==> src/rtl/lu_writeback_buffer.sv <==
// lu_writeback_buffer: aligns each issued LU op's destination register with the LU's
// registered result, then queues {rd, data, err} for the register-file write port.
module lu_writeback_buffer #(
    parameter int unsigned N      = 32,
    parameter int unsigned REG_AW = 5,
    parameter int unsigned DEPTH  = 4
) (
    input  logic                     clk,
    input  logic                     rst,
    input  logic                     issue_valid,
    input  logic [4:0]               issue_op,
    input  logic [REG_AW-1:0]        issue_rd,
    output logic                     issue_ready,
    input  logic [N-1:0]             lu_c,
    output logic                     wb_valid,
    output logic [REG_AW-1:0]        wb_rd,
    output logic [N-1:0]             wb_data,
    output logic                     wb_err,
    input  logic                     wb_ready,
    output logic [$clog2(DEPTH):0]   count
);

    localparam int unsigned PW = $clog2(DEPTH);
    localparam int unsigned CW = PW + 1;
    localparam int unsigned OW = CW + 1;

    localparam logic [4:0] OP_LO = 5'b01010;
    localparam logic [4:0] OP_HI = 5'b10001;

    typedef struct packed {
        logic [REG_AW-1:0] rd;
        logic [N-1:0]      data;
        logic              err;
    } wb_entry_t;

    // Stage P: the op whose result appears on lu_c in the following cycle
    logic              p_valid;
    logic [REG_AW-1:0] p_rd;
    logic              p_legal;

    // FIFO storage and bookkeeping
    wb_entry_t         mem [DEPTH];
    logic [PW-1:0]     wr_ptr;
    logic [PW-1:0]     rd_ptr;
    wb_entry_t         head_q;

    // Next-state values
    logic              accept;
    logic              legal_op;
    logic              push;
    logic              pop;
    wb_entry_t         push_entry;
    logic [PW-1:0]     wr_ptr_next;
    logic [PW-1:0]     rd_ptr_next;
    logic [CW-1:0]     count_next;
    wb_entry_t         head_next;
    logic [OW-1:0]     occupancy;

    // Issue acceptance: the in-flight op reserves a slot so a push is never refused
    always_comb begin
        occupancy   = OW'(count) + OW'(p_valid);
        issue_ready = !rst && (occupancy < OW'(DEPTH));
        accept      = issue_valid && issue_ready;
        legal_op    = (issue_op >= OP_LO) && (issue_op <= OP_HI);
    end

    // Push/pop decisions, pointer and occupancy updates, and the next head entry
    always_comb begin
        push            = p_valid && (p_rd != '0);
        pop             = wb_valid && wb_ready;
        push_entry.rd   = p_rd;
        push_entry.data = p_legal ? lu_c : '0;
        push_entry.err  = ~p_legal;

        wr_ptr_next = push ? (wr_ptr + PW'(1)) : wr_ptr;
        rd_ptr_next = pop  ? (rd_ptr + PW'(1)) : rd_ptr;

        count_next = count;
        case ({push, pop})
            2'b10:   count_next = count + CW'(1);
            2'b01:   count_next = count - CW'(1);
            default: count_next = count;
        endcase

        // The new head is the entry being written this cycle when it lands at the read slot
        head_next = '0;
        if (count_next != '0) begin
            if (push && (rd_ptr_next == wr_ptr)) begin
                head_next = push_entry;
            end else begin
                head_next = mem[rd_ptr_next];
            end
        end
    end

    // Control state, pointers and registered head
    always_ff @(posedge clk) begin
        if (rst) begin
            p_valid  <= 1'b0;
            p_rd     <= '0;
            p_legal  <= 1'b0;
            wr_ptr   <= '0;
            rd_ptr   <= '0;
            count    <= '0;
            wb_valid <= 1'b0;
            head_q   <= '0;
        end else begin
            p_valid  <= accept;
            p_rd     <= issue_rd;
            p_legal  <= legal_op;
            wr_ptr   <= wr_ptr_next;
            rd_ptr   <= rd_ptr_next;
            count    <= count_next;
            wb_valid <= (count_next != '0);
            head_q   <= head_next;
        end
    end

    // Entry storage; contents are meaningless until written, so no reset
    always_ff @(posedge clk) begin
        if (!rst && push) begin
            mem[wr_ptr] <= push_entry;
        end
    end

    assign wb_rd   = head_q.rd;
    assign wb_data = head_q.data;
    assign wb_err  = head_q.err;

endmodule

==> config.mk <==
export PLATFORM = sky130hd
export DESIGN_NAME = lu_writeback_buffer
export DESIGN_NICKNAME = d
export VERILOG_FILES = /design/src/rtl/lu_writeback_buffer.sv
export SDC_FILE = /design/constraint.sdc
export NUM_CORES = 1
export LEC_CHECK = 0
export ABC_CLOCK_PERIOD_IN_PS = 5300
export CAP_MARGIN = 20
export CORE_MARGIN = 2
export CORE_UTILIZATION = 62
export DETAILED_ROUTE_END_ITERATION = 16
export HOLD_SLACK_MARGIN = 0.06
export PLACE_DENSITY = 0.86
export REMOVE_ABC_BUFFERS = 1
export SYNTH_ARGS = -nofsm -noshare
export SYNTH_HDL_FRONTEND = slang
export SYNTH_SLANG_ARGS = --single-unit
==> constraint.sdc <==
create_clock -name clk -period 5.3 [get_ports clk]
set_input_delay 1.06 -clock clk [delete_from_list [all_inputs] [get_ports clk]]
set_output_delay 1.06 -clock clk [all_outputs]
set_load 0.005 [all_outputs]
Word-level counts from Yosys, hierarchy flattened
Memories as Yosys holds them, arrays and structs flattened. A register that Yosys moved wholly into a read port is not among the register bits.
Index checks and enable logic that the tools add are counted.

word-level totals
  logic and storage cells = 35
  memories kept = 1
  bits in writable memories = 152
  flip-flop bits (word level) = 15

memories
  memory  words  width  read ports  clocked after memory_dff  wr ports  RTL line  source
  mem     4      38     1           1                         1         42        wb_entry_t mem [DEPTH];

cells by class
  mux-type cells = 5
  add/sub/neg operators = 5
  order comparisons = 3
  bitwise gates (word level) = 2
  equal/unequal tests = 2
  reductions and logical operators = 10

operators with widths
  operator                                               number
  2-to-1 mux 32 bit                                      1
  logical AND 1 bit                                      6
  one-hot mux 3 bit (2 select lines)                     1
  >= comparator 5 x 4 -> 1 bit, second input constant    1
  less-or-equal comparator 5 bit, second input constant  1
  nonzero test 5 bit                                     1
  adder 2 x 1 -> 2 bit, second input constant            2
  adder 3 x 1 -> 4 bit                                   1
  < comparator 4 x 3 -> 1 bit, second input constant     1
  adder 3 x 1 -> 3 bit, second input constant            1
  nonzero test 3 bit                                     1
  subtractor 3 x 1 -> 3 bit, second input constant       1
  == test 2 x 1 -> 1 bit, second input constant          1
  == test 2 bit, second input constant                   1
  2-to-1 mux 1 bit                                       2
  2-to-1 mux 2 bit                                       1
  NOT 1 bit                                              2
  OR reduction 2 bit                                     1
  logical NOT 1 bit                                      1

Depth between registers and ports, before layout
Gate-level depths: netlist of run 1.

  depth after elaboration = 7
  depth in mapped cells = 14

Worst setup path after synthesis of run 1
Ideal clock, no wire load.

  kind = input-to-reg
  start point = in wb_ready
  end point = reg head_q (netlist bit wb_data[19])
  stages = 14
  arrival = 3.541 ns
  library setup time = 0.095 ns
  data required time = 5.205 ns
  path slack = 1.664 ns
  cell sequence = nand2_1 inv_1 buf_2 buf_1 ha_1 inv_1 fa_1 xor2_1 or3_1 a21oi_1 nor2_1 clkbuf_1 clkbuf_1 a221oi_1

between the ends
  longest elaborated chain between the ends = 6

RTL lines
  element                                                         RTL line  source
  start, declared                                                 19        input logic wb_ready,
  logical AND 1 bit (*)                                           70        pop = wb_valid && wb_ready;
  == test 2 x 1 -> 1 bit / == test 2 bit (equally long branches)  79        case ({push, pop})
  one-hot mux 3 bit (2 select lines)                              79
  nonzero test 3 bit                                              87        if (count_next != '0) begin
  NOT 1 bit (no source line)                                      --
  OR reduction 2 bit (no source line)                             --
  end signal, assigned                                            115       head_q <= head_next;
  end, declared                                                   45        wb_entry_t head_q;

Every way passes the cells marked *; elsewhere a longest branch is shown, timed or not.
A chain may end at the register's enable or synchronous reset.

Final worst setup path of run 1
  start point = reg p_rd[3]
  end point = reg head_q (netlist bit wb_data[5])

between the ends
  longest elaborated chain between the ends = 7

RTL lines
  element                                                         RTL line  source
  start, declared                                                 38        logic [REG_AW-1:0] p_rd;
  start signal, assigned                                          109       p_rd <= issue_rd;
  nonzero test 5 bit (*)                                          69        push = p_valid && (p_rd != '0);
  logical AND 1 bit (*)                                           69
  == test 2 x 1 -> 1 bit / == test 2 bit (equally long branches)  79
  one-hot mux 3 bit (2 select lines) (*)                          79
  nonzero test 3 bit (*)                                          87
  NOT 1 bit (no source line) (*)                                  --
  OR reduction 2 bit (no source line) (*)                         --

Marks and branches as above.

==> summary by stage, run 1 <==
Outcome
The flow ran to the end, and the final reports show no timing, DRC or antenna violations.

Global route
After global routing the overflow that remains totals 0. The number of antenna violations at the first check in global routing is 0. The via count of the first global-routing pass is 7156. In the global route stage, overall resource usage came out at 26.7%. The maximum number of pins on one net before global-route repair is 105. The global-route wire length before repair is 34700 um.

STA
The pin slew with the least headroom to its limit is 1.08 ns. The total count of hold-check failures in the final report was 0. After routing, the total negative slack on setup checks comes to 0 ns.

In this run the tightest slew margin relative to its limit is 27.8%. For the final database, setup skew stands at 0.0288 ns. The worst hold-check slack is 0.534 ns. Setup violations remaining at the end of the flow were counted as 0. The final worst-path cycle share is around two thirds.

Derived from the worst setup path, the maximum achievable clock frequency is 0.276 GHz. The number of pins exceeding their max-slew limit in the final report is 0. The clock period minus final worst setup slack is between 3 and 4 ns. Setup repair after global routing left no endpoint under its margin. The final worst-path setup slack is 1.68 ns.

Floorplan
The die covers around 16000 um2. From left edge to right edge, the die measures 126 um. The region available for standard cell placement spans 14500 um2. Measured along the y axis, the die boundary spans 126 um. The total I/O pin count is 89. The cell row count is 44. The initial standard-cell utilization of the core is 63.4%.

Yosys
The primary flip-flop cell chosen by synthesis mapping is sky130_fd_sc_hd__edfxtp_1. The number of enable-type register cells in the synthesized netlist is 152. The post-synthesis cell count is 836. By area the synthesized netlist is led by sky130_fd_sc_hd__edfxtp_1 (50%), sky130_fd_sc_hd__dfxtp_1 (12%), sky130_fd_sc_hd__nand2_1 (7.4%).

The share of synthesized registers carrying an async set or reset is 0%. The biggest area contributor in the post-synthesis netlist is sky130_fd_sc_hd__edfxtp_1. The mean instance size in the synthesized netlist is 11.0 um2. The mapped netlist covers 9180 um2. During synthesis, Yosys emitted a total of 0 warnings. After synthesis, the netlist uses 35 different library cells. The post-synthesis sequential area ratio is 61.3%.

The area share of the largest cell type after synthesis is 49.7%. The register bit total from synthesis is 205.

Layout
The multi-input combinational cells in the finished layout cover a total of about 3100 um2. The final design utilization is roughly three quarters. 0 antenna diodes ended up in the layout. The post-synthesis to final-layout area growth is 17.6%. Across the whole layout, storage elements account for approximately 5600 um2. The top cell types in the final layout, fill and taps aside, are sky130_fd_sc_hd__nand2_1 (179), sky130_fd_sc_hd__edfxtp_1 (152), sky130_fd_sc_hd__clkdlybuf4s50_1 (86), sky130_fd_sc_hd__a211oi_1 (72), sky130_fd_sc_hd__and3_1 (65). For this run, the post-layout net count is 936. The layout cell share with drive strength beyond 1 is just over 7%. The leading cell type in the layout, fill and taps excluded is sky130_fd_sc_hd__nand2_1. The filler cells instantiated in the layout total ~890.

Worst setup path
The arrival time of data at the critical path endpoint is 3.96 ns. The worst setup path is launched from a flop. The worst setup path is of the reg -> reg kind. STA puts the critical path data required time at 5.63 ns.

The nature of the critical path endpoint is a flop. The largest fanout of any net on the critical path is 19.

Power
The power density normalized to cell area is 433 nW/um2. The total power is 4680 uW. The worst ir drop on vdd is 0.423 mV.

Summed over all cells, the static leakage comes to 0.00414 uW.

Clock tree
The later-pin clock latency in the skew report is 0.50 ns. The number of clock sinks is between 200 and 250. After clock tree synthesis, the clock-pin slew on the worst setup and hold paths is 0.06 ns. No sink is reached through more buffers than the 3 on the longest clock path. In this run, post-CTS repair resized a total of 0 instances. The clock tree from TritonCTS is yes. Counting the buffers created by CTS gives 21. After clock tree synthesis, the flow added hold-fix buffers numbering 0. The maximum level of the CTS H-tree is 1. The clock tree root driver cell is sky130_fd_sc_hd__clkbuf_16. In this run the post-CTS setup repair buffer count came out at 0.

Place
The detailed placement HPWL is 11900 um. The setup slack after placement is 1.35 ns. The number of I/O port buffers is 87.

Routability-driven placement finished with a final weighted congestion of 0.715.

Routing
Detailed routing inserted a total of 7193 vias. In the final routed layout, each cell accounts on average for 20.5 um. The detailed router's first-iteration violation count is 981. The routed wire length is 22200 um. Dividing the detail-routed via count by the number of cells gives 6.64. In the routed design, unresolved DRC markers number 0. The length of the first detailed-routing pass in iterations is 7. The number of nets with antenna violations after detailed routing is 0.

Min path
The class of the tightest hold or removal check is reg -> reg.

Flow run
The tool flagged a number of max-cap violations equal to 0.
[logic make-up (layout without fill, tap and decap cells)]
| family | after synthesis | after routing | share of synthesized area, % |
|---|---|---|---|
| fa+ha+maj | 6 | 6 | 0.900 |
| flops | 205 | 205 | 61.3 |
| xor+xnor | 5 | 5 | 0.477 |
| simple gates | 282 | 282 | 14.1 |
| compound gates | 220 | 220 | 18.2 |
| buf+inv | 117 | 180 | 4.98 |
| mux | 1 | 1 | 0.109 |
[worst paths after layout]
| check | slack, ns | start | to | cells past startpoint |
|---|---|---|---|---|
| worst min register to register | 0.53 | p_rd[0]$_SDFF_PP0_ | wb_rd[0]$_SDFF_PP0_ | 2 |
| worst min-delay path | 0.53 | p_rd[0]$_SDFF_PP0_ | wb_rd[0]$_SDFF_PP0_ | 2 |
| worst max register to register | 1.68 | p_rd[3]$_SDFF_PP0_ | wb_data[5]$_SDFF_PP0_ | 11 |
| worst max-delay path | 1.68 | p_rd[3]$_SDFF_PP0_ | wb_data[5]$_SDFF_PP0_ | 11 |
[critical path: stages (launching register included)]
cell                       delay, ns
sky130_fd_sc_hd__dfxtp_1        0.37
sky130_fd_sc_hd__or4_1          0.55
sky130_fd_sc_hd__o21ai_2        0.37
sky130_fd_sc_hd__ha_1           0.27
sky130_fd_sc_hd__inv_1          0.07
sky130_fd_sc_hd__fa_1           0.37
sky130_fd_sc_hd__xor2_1         0.16
sky130_fd_sc_hd__o21ai_0        0.16
sky130_fd_sc_hd__a21oi_1        0.14
sky130_fd_sc_hd__nor2_4         0.58
sky130_fd_sc_hd__buf_4          0.34
sky130_fd_sc_hd__a221oi_1       0.07
[state kept, by name (all words and copies together), names as in the netlist, 2 cells and up]
register,flops
p_rd,5
count,3
wb_rd,5
mem,152
wb_data,32
wr_ptr,2
rd_ptr,2
[per-stage QoR]
| stage | instance area, um2 | instances |
|---|---|---|
| global placement | 10100 | 1042 |
| finish | 10800 | 1083 |
| CTS | 10700 | 1080 |
| floorplan | 8870 | 759 |
| global route | 10800 | 1083 |
| detailed placement | 10100 | 1042 |
[cells in the mapped netlist (all sizes together) (13+ instances only)]
master  instances
and3           65
a311o          38
dfxtp          53
a211oi         72
inv            40
nand2         180
buf            15
a31oi          32
edfxtp        152
nor2           13
a221oi         32
clkbuf         62
a21oi          40
[metal layers]
layer / global-route usage, % / vias to the layer above / share of wire (%)
met5: 0 / - / 0
met4: 9.02 / 0 / 1.4
met3: 4.29 / 45 / 9.5
met2: 46.4 / 423 / 50
met1: 34.6 / 3494 / 39
li1: - / 3231 / -
[power breakdown]
part	internal, uW	switching, uW
clock	789	579
sequential	1870	80.7
combinational	606	757
total	3260	1420
[cell type report]
cell class	instances	area share, %
clock buffer	31	5.59
tap	184	2.13
clock inverter	7	0.359
sequential	205	52.2
multi-input combinational	514	29.0
timing repair buffer	102	9.41
inverter	40	1.39
Note: power is estimated with default switching activity, not from simulation.
==> run 2, diff against run 1 <==
ABC_CLOCK_PERIOD_IN_PS = 3400   (was 5300)
CORE_UTILIZATION = 57   (was 62)
PLACE_DENSITY = 0.8   (was 0.86)
clock period = 3.4 ns   (was 5.3 ns; I/O delays follow)
==> run 2 against run 1 <==
Net effect: sequential cell count is the same; worst setup slack got worse by 1.4 ns; sequential share of layout area down 0.55 points; register-to-register slack lost 1.4 ns; sequential power grew 56%; hold slack got worse by 0.020 ns; via count is 0.36% lower; combinational power increased by 57%; power grew 57%; final area up 1.1%; largest cell class unchanged; largest power group unchanged.
==> summary by stage, run 2 (synthesis gave the netlist of run 1 again) <==
Global route
The via count of the first global-routing pass came to 7295. The number of antenna violations at the first check in global routing is 1. The global-route wire length before repair is roughly 35000 um.

The maximum number of pins on one net before global-route repair is 105. The total track usage is 26.3%. Summed over all layers, the global routing overflow is 0.

Clock tree
CTS built an H-tree with a depth of 1. The later-pin clock latency in the skew report is 0.49 ns. CTS placed an instance of sky130_fd_sc_hd__clkbuf_16 at the clock tree root. The clock tree from TritonCTS is yes. The CTS clock-pin slew for the worst setup and hold paths is 0.06 ns. The post-CTS repair timing setup buffer count is 0. The tree built by TritonCTS fans out to approximately 210 sinks. The number of clock buffers inserted by TritonCTS is 21. The number of buffers between clock root and the deepest sink is 3.

Outcome
The flow ran to the end, and the final reports show no timing, DRC or antenna violations.

Power
Internal power comes to approximately 5100 uW. The analysis attributes to cell leakage a power of 0.00417 uW. Net switching is 30.1% of the power. In this run the power density over the cells is 673 nW/um2.

Sequential cells account for about 42% of the total power. The power share of the clock group is 29.5%. The worst ir drop on vdd is 0.549 mV.

For this design the total switching power over the nets is 2210 uW. The power share of the combinational group is ~29%.

Worst setup path
The critical path class is reg -> reg. The number of cells on the worst reg-to-reg path is 11. The worst register-to-register path ends at wb_data[8]$_SDFF_PP0_. The startpoint class of the critical path is a flop. Setup slack on the worst reg-to-reg path comes out at 0.24 ns. Of all nets on the critical path, the largest fanout is 25.

The worst register-to-register path begins at p_rd[0]$_SDFF_PP0_. The required arrival time at the worst endpoint is 3.79 ns. The nature of the critical path endpoint is a flop. The arrival time of data at the critical path endpoint is 3.55 ns.

Min path
The path with the worst hold slack has its endpoint at mem[0][37]$_DFFE_PP_. The class of the tightest hold or removal check is reg -> reg. The startpoint identified for the worst hold timing path is p_rd[4]$_SDFF_PP0_.

Along the worst hold path, the cell count comes to 0.

Layout
After the flow finishes, the layout carries non-filler instances totaling around 1100. After filler insertion, the fill cell instance count of the layout stands at 1078. Ranked by flip-flop count, first place goes to mem. In the layout the commonest cells are sky130_fd_sc_hd__nand2_1 (179), sky130_fd_sc_hd__edfxtp_1 (152), sky130_fd_sc_hd__clkdlybuf4s50_1 (86), sky130_fd_sc_hd__a211oi_1 (72), sky130_fd_sc_hd__and3_1 (65). From synthesis to final layout, the design area changed by 18.9%.

The register with the most flip-flops in the layout has 152 of them. The repair_antennas step left the layout with diodes totalling 0. Of the cells placed in the final design, the portion with a size suffix greater than 1 is around 7.7%. In the final design database the tool counted 942 nets. With fillers left out, the area of the finished cells amounts to 10900 um2. Leaving out fill and tap cells, the most frequent cell in the layout is sky130_fd_sc_hd__nand2_1.

Place
The congestion estimate from routability-driven global placement came to 0.792. After detailed placement, the design holds a cell count of 1083. Timing analysis after detailed placement gives a worst setup slack of 0.173 ns. The detailed placement HPWL is between 10000 and 15000 um. Input and output buffers added on the ports amount to a little under 90. After detailed placement, the total cell area comes to 10300 um2.

Routing
For this run, design rule violations remaining after detail routing come to 0. The routed wire length on met3 is 1770 um. For this block, wires on met1 add up to approximately 8500 um. The routed wire length is 22300 um. The total via count after detailed routing is 7167. In the final routed layout, each cell accounts on average for between 15 and 20 um. Dividing the detail-routed via count by the number of cells gives around 6.4. The detailed router's first-iteration violation count is 683.

The detail route stage leaves a number of antenna-violating nets equal to 0. The first detailed-routing pass ran for 5 iterations. Detailed routing placed a total of roughly 12000 um of wire on met2.

Signal routing reaches up to met5.

Floorplan
The total I/O pin count is 89. The initial standard-cell utilization of the core is ~58%. The core region is between 15000 and 20000 um2.

The overall die height is 131 um. The overall die width is 131 um. The die covers 17100 um2. The cell row count is 46.

STA
The number of pins exceeding their max-slew limit in the final report is 0. The largest clock skew in the final design is 0.0154 ns. Summed over all failing endpoints, the final setup total negative slack is 0 ns. The final worst-path setup slack is 0.241 ns. Static timing analysis puts the maximum clock frequency at 0.317 GHz. The final worst-path cycle share is 92.9%. The number of setup violations in the final report is 0. The total count of hold-check failures in the final report is 0. Headroom to the max-slew limit came out at 29.9%. Setup repair after global routing left no endpoint under its margin. Counting I/O delays and the setup requirement, the final critical path takes between 3 and 4 ns.

At the pin with the least slew margin, the transition time is 1.05 ns.

Flow run
The total of max-cap violations is 0.
[run 2: worst max path at each step]
stage                                   start                endpoint  slack, ns  cells after the start
final                      p_rd[0]$_SDFF_PP0_   wb_data[8]$_SDFF_PP0_       0.24                     11
after global placement     p_rd[0]$_SDFF_PP0_   wb_data[8]$_SDFF_PP0_       0.30                     11
after CTS                  p_rd[0]$_SDFF_PP0_  wb_data[18]$_SDFF_PP0_       0.16                     11
after detailed placement   p_rd[0]$_SDFF_PP0_  wb_data[18]$_SDFF_PP0_       0.17                     11
after global routing       p_rd[0]$_SDFF_PP0_  wb_data[28]$_SDFF_PP0_       0.02                     11
after floorplan           wb_valid$_SDFF_PP0_   wb_data[0]$_SDFF_PP0_      -4.07                     10
[run 2: cell type report]
type	instances	area [um2]	share of cell area, %
well taps	216	270	2.48
flip-flops and latches	205	5630	51.6
clock inverters	9	71.3	0.654
repair buffers	108	1090	9.95
inverters	40	150	1.38
multi-input cells	514	3130	28.7
clock buffers	28	572	5.24
[run 2: power by group through the flow]
| stage | combinational (uW) | clock (uW) | sequential [uW] |
|---|---|---|---|
| after floorplan | 1100 | 0 | 3190 |
| after global placement | 1960 | 0 | 3090 |
| after detailed placement | 2080 | 0 | 3100 |
| after CTS | 2100 | 2190 | 3050 |
| after global routing | 2320 | 2290 | 3080 |
| final | 2130 | 2170 | 3050 |
[run 2: through the flow]
stage,util [%],hold WS (ns),power (uW)
final,68.9,0.515,7340
after global routing,68.9,0.530,7680
after CTS,68.9,0.508,7340
after detailed placement,64.9,0.498,5180
after global placement,64.9,0.495,5050
after floorplan,-,0.466,4290
[run 2: worst max-delay path, cell delays in order (launching register included)]
cell	delay [ns]
sky130_fd_sc_hd__dfxtp_1	0.35
sky130_fd_sc_hd__or4_1	0.57
sky130_fd_sc_hd__o21ai_2	0.16
sky130_fd_sc_hd__ha_1	0.20
sky130_fd_sc_hd__inv_1	0.07
sky130_fd_sc_hd__fa_1	0.38
sky130_fd_sc_hd__xor2_1	0.16
sky130_fd_sc_hd__or3_1	0.32
sky130_fd_sc_hd__a21oi_2	0.22
sky130_fd_sc_hd__nor2_4	0.14
sky130_fd_sc_hd__buf_12	0.22
sky130_fd_sc_hd__a221oi_1	0.25
[run 2: repair_timing]
item,CTS,global route
hold buffers,0,0
gates resized for setup,0,1
setup endpoints to repair,0,13
[run 2: routing by layer]
layer	up-vias	GRT usage, %
met5	-	0
met4	2	11.8
met3	56	4.07
met2	374	46.3
met1	3496	32.2
li1	3239	-
